===== src/rtl/hazard_stall_unit.sv =====
// hazard_stall_unit: stall/flush controller for hazards that forwarding cannot
// resolve (load-use, branch-after-load in ID), data-memory freeze, and
// saturating stall/flush performance counters.
module hazard_stall_unit #(
    parameter int unsigned CNT_W = 32
) (
    input  logic             clk,
    input  logic             rst,
    input  logic [4:0]       rs1_ID,
    input  logic [4:0]       rs2_ID,
    input  logic             use_rs1_ID,
    input  logic             use_rs2_ID,
    input  logic             is_store_ID,
    input  logic             is_branch_ID,
    input  logic             branch_taken_ID,
    input  logic             jump_ID,
    input  logic [4:0]       rd_EX,
    input  logic             MemRead_EX,
    input  logic [4:0]       rd_MEM,
    input  logic             MemRead_MEM,
    input  logic             mem_busy,
    output logic             pc_write,
    output logic             ifid_write,
    output logic             ifid_flush,
    output logic             idex_bubble,
    output logic             pipe_freeze,
    output logic [CNT_W-1:0] stall_cnt,
    output logic [CNT_W-1:0] flush_cnt
);

    typedef enum logic {
        RUN  = 1'b0,
        HOLD = 1'b1
    } state_t;

    state_t state;
    state_t state_nxt;

    logic ex_rs1;
    logic ex_rs2;
    logic mem_rs1;
    logic mem_rs2;
    logic lu;
    logic bl1;
    logic bl2;
    logic stall;
    logic xfer;

    // Dependence detection against the loads in EX and MEM; x0 never matches
    always_comb begin
        ex_rs1  = use_rs1_ID && (rd_EX  != 5'd0) && (rd_EX  == rs1_ID);
        ex_rs2  = use_rs2_ID && (rd_EX  != 5'd0) && (rd_EX  == rs2_ID);
        mem_rs1 = use_rs1_ID && (rd_MEM != 5'd0) && (rd_MEM == rs1_ID);
        mem_rs2 = use_rs2_ID && (rd_MEM != 5'd0) && (rd_MEM == rs2_ID);
        // Store data (rs2) is picked up later by WB-to-MEM forwarding
        lu      = !is_branch_ID && MemRead_EX  && (ex_rs1 || (ex_rs2 && !is_store_ID));
        bl2     =  is_branch_ID && MemRead_EX  && (ex_rs1 || ex_rs2);
        bl1     =  is_branch_ID && MemRead_MEM && (mem_rs1 || mem_rs2);
        // HOLD stalls on its own: the load has moved on to MEM by then
        stall   = (state == HOLD) || lu || bl1 || bl2;
        xfer    = (branch_taken_ID && is_branch_ID) || jump_ID;
    end

    // State register
    always_ff @(posedge clk or posedge rst) begin
        if (rst) begin
            state <= RUN;
        end else begin
            state <= state_nxt;
        end
    end

    // Next state and prioritized pipeline controls
    always_comb begin
        state_nxt   = state;
        pc_write    = 1'b1;
        ifid_write  = 1'b1;
        ifid_flush  = 1'b0;
        idex_bubble = 1'b0;
        pipe_freeze = 1'b0;
        if (mem_busy) begin
            // Whole pipeline holds; a pending HOLD survives the busy period
            pipe_freeze = 1'b1;
            pc_write    = 1'b0;
            ifid_write  = 1'b0;
        end else begin
            case (state)
                RUN:     state_nxt = bl2 ? HOLD : RUN;
                HOLD:    state_nxt = RUN;
                default: state_nxt = RUN;
            endcase
            if (stall) begin
                pc_write    = 1'b0;
                ifid_write  = 1'b0;
                idex_bubble = 1'b1;
            end else if (xfer) begin
                ifid_flush  = 1'b1;
            end
        end
    end

    // Saturating performance counters
    always_ff @(posedge clk or posedge rst) begin
        if (rst) begin
            stall_cnt <= '0;
            flush_cnt <= '0;
        end else begin
            if (stall && !mem_busy && (stall_cnt != '1)) begin
                stall_cnt <= stall_cnt + CNT_W'(1);
            end
            if (ifid_flush && (flush_cnt != '1)) begin
                flush_cnt <= flush_cnt + CNT_W'(1);
            end
        end
    end

endmodule


===== config.mk =====
export PLATFORM = sky130hd
export DESIGN_NAME = hazard_stall_unit
export DESIGN_NICKNAME = d
export VERILOG_FILES = /design/src/rtl/hazard_stall_unit.sv
export SDC_FILE = /design/constraint.sdc
export NUM_CORES = 1
export LEC_CHECK = 0
export CAP_MARGIN = 20
export CORE_MARGIN = 5
export CORE_UTILIZATION = 25
export DETAILED_ROUTE_END_ITERATION = 7
export PLACE_DENSITY = 0.54
export SETUP_SLACK_MARGIN = 0.2
export SLEW_MARGIN = 0
export SYNTH_ARGS = -nofsm -noshare
export SYNTH_HDL_FRONTEND = slang
export SYNTH_SLANG_ARGS = --single-unit

===== constraint.sdc =====
create_clock -name clk -period 5.15 [get_ports clk]
set_input_delay 0.7725 -clock clk [delete_from_list [all_inputs] [get_ports clk]]
set_output_delay 0.7725 -clock clk [all_outputs]
set_load 0.005 [all_outputs]

==> reports/metrics.yaml <==
post_cts_buffers: 0
postSynth.topFlopCell: "dfrtp_1"
dp.cells: 608
end_kind: "primary output"
initial_core_util: 0.254
worst_pin_slew_ns: 0.705
grt_pass1_vias: 2969
crit_cells: 7
clockRootBuffer: "clkbuf_16"
dr.pass1.iters: 4
finalSetupViolations: 0
overflow: 0
fin_skew_ns: 0.00541
synth_area_sq_um: 3510
critPathKind: "input port to primary output"
async_flop_share: 1.00
dieArea_sq_um: 16500
final_max_slew_viol_count: 0
r2r_slack_ns: 2.34
cp_slowest_cell: "or4_4"
coreArea_sq_um: 13800
hold_viol_final: 0
post_cts_resized: 0
yosys.cell_types.count: 39
power.total_uw: 1490
final_common_cell: "clkdlybuf4s50_1"
worstPathArrival_ns: 3.18
rows: 43
gp_congestion: 0.820
finalNetCount: 472
ys_seq_elements: 65
finalSetupTns_ns: 0
reg2reg_depth: 8
cts_tree: "done"
rr_endpoint: "flush_cnt[1]"
p_leak_uw: 0.00201
vias: 2853
setup.worst_path.start: "rd_EX[1]"
powerDensity_nw_per_um2: 299
ys_warn_count: 0
ant_nets: 0
status: "completed"
final.min_clock_period_ns: 3.95
final_cell_mix: "clkdlybuf4s50_1 (99), dfrtp_1 (65), xnor2_1 (51)"
cts_hold_buf: 0
avgSynthCellArea_sq_um: 10.5
synthToLayoutAreaGrowth_pct: 41.8
routed_wl_um: 9090
clock_path_buffers: 2
io_pins: 100
peakVddDrop_mv: 0.159
hp-class: "flip-flop to flip-flop"
dieHeight_um: 129
synth_edf_count: 0
drc: 0
crit_path_frequent_cell: "clkdlybuf4s50_1"
drt_iter0_markers: 127
clkSinkCount: 65
cts_buffers: 9
grt_start_max_net_pins: 34
clk-insertion-delay-late_ns: 0.33
crit_path_end: "idex_bubble"
dp_hpwl_um: 6710
antenna_found_initial: 0
rsz0062_at_grt: "false"
worst_path_dominant_cell_family: "buffers and inverters"
fin_crit_sh: 0.767
synth_cells: 334
slowest_delay_ns: 0.57
clk_pin_slew_ns: 0.05
slew-limit-headroom: 0.529
fmax_mhz: 253
dpl_worst_slack_ns: 1.19
crit-reg2reg-launch: "flush_cnt[0]"
cp_cell_sequence: "clkdlybuf4s50_1, or4_4, o211ai_2, nor3_2, a2111oi_4, nor2_1, clkdlybuf4s50_1"
ys_seq_area_frac: 0.463
finalWorstSetupSlack_ns: 1.20
stdcell_count: 624
grt_pass1_wl_um: 14800
wl_per_cell_um: 14.6
grt_util_all_layers: 0.112
htreeDepth: 3
die_w_um: 129
antennaDiodeCount: 0
startpoint_type: "input port"
worst-path-max-fanout: 4
layout-drive-gt1-share: 0.0901
synthesis.nets: 367
via_per_inst: 4.57
drv_cap: 0
cp_data_required_time_ns: 4.38
nFillCells: 1363
port-buffer-count: 99
critPathBufInv: 2
-- worst reg2reg max path, stage by stage (launching register included) --
cell,delay (ns)
dfrtp_1,0.42
ha_1,0.21
nand4_1,0.15
nor2_1,0.42
nand2_1,0.25
nor3_4,0.46
buf_4,0.33
nor2_1,0.12
mux2_1,0.32
-- area by class of cell --
type	instances	area [sq um]	share of cell area
multi-input cells	252	1790	0.359
flip-flops and latches	65	1630	0.327
repair buffers	103	1020	0.205
clock buffers	13	250	0.0503
well taps	180	225	0.0452
clock inverters	3	40.0	0.00804
inverters	8	30.0	0.00603
-- state kept, by name, summed over array words and instances (netlist names) --
name / flops
stall_cnt: 32
state: 1
flush_cnt: 32
-- routing by layer --
| metal | wire length (um) | up-vias | track usage |
|---|---|---|---|
| li1 | - | 1396 | - |
| met1 | 4020 | 1382 | 0.139 |
| met3 | 473 | 13 | 0.0365 |
| met4 | 103 | 0 | 0.0296 |
| met5 | 0 | - | 0 |
| met2 | 4490 | 62 | 0.188 |
-- stage by stage --
stage / utilization / hold WS, ns / area (sq um)
global placement: 0.339 / 0.474 / 4690
detailed placement: 0.339 / 0.483 / 4690
CTS: 0.360 / 0.492 / 4980
global route: 0.360 / 0.507 / 4980
floorplan: - / 0.477 / 3510
finish: 0.360 / 0.491 / 4980
-- how the worst min path moves through the flow --
stage                         end  cells past startpoint  slack, ns          start
floorplan           flush_cnt[28]                      1       0.48  flush_cnt[28]
global placement    flush_cnt[28]                      1       0.47  flush_cnt[28]
detailed placement  flush_cnt[18]                      1       0.48  flush_cnt[18]
CTS                 flush_cnt[18]                      1       0.49  flush_cnt[18]
global route         flush_cnt[8]                      1       0.51   flush_cnt[8]
finish              flush_cnt[26]                      1       0.49  flush_cnt[26]
-- kinds of logic (layout without fill, tap and decap cells) --
logic type               Yosys count  count (layout)  synth area share
AO/OA/AOI/OAI                     10              10            0.0285
XOR/XNOR                          81              81             0.202
adder cells (fa/ha/maj)            2               2           0.00713
buffers and inverters             17             127            0.0278
flip-flops                        65              65             0.463
multiplexers                       2               2           0.00641
AND/OR/NAND/NOR                  157             157             0.265
-- cell usage after synthesis, types with 2 or more instances --
| cell type | number | area [sq um] |
|---|---|---|
| mux2_1 | 2 | 22.5 |
| ha_1 | 2 | 25.0 |
| nor4_2 | 10 | 125 |
| nor3_1 | 18 | 90.1 |
| o2111ai_1 | 2 | 17.5 |
| and2_1 | 2 | 12.5 |
| xor2_1 | 30 | 263 |
| buf_2 | 3 | 15.0 |
| inv_1 | 8 | 30.0 |
| buf_4 | 2 | 15.0 |
| nor2_2 | 3 | 18.8 |
| buf_6 | 3 | 33.8 |
| nor2_1 | 12 | 45.0 |
| dfrtp_1 | 65 | 1630 |
| nor4_1 | 7 | 43.8 |
| xnor2_1 | 51 | 447 |
| nand2_1 | 31 | 116 |
| nor3_2 | 2 | 20.0 |
| nand3_1 | 28 | 140 |
| and4_1 | 3 | 26.3 |
| o21ai_0 | 2 | 10.0 |
| nand4_1 | 20 | 125 |
| and3_1 | 12 | 75.1 |
-- power by group --
group          switching, uW  total [uW]  internal (uW)
clock                    217         604            387
combinational            102         260            158
sequential              64.7         626            561
total                    384        1490           1110
(Power assumes the default switching activity.)
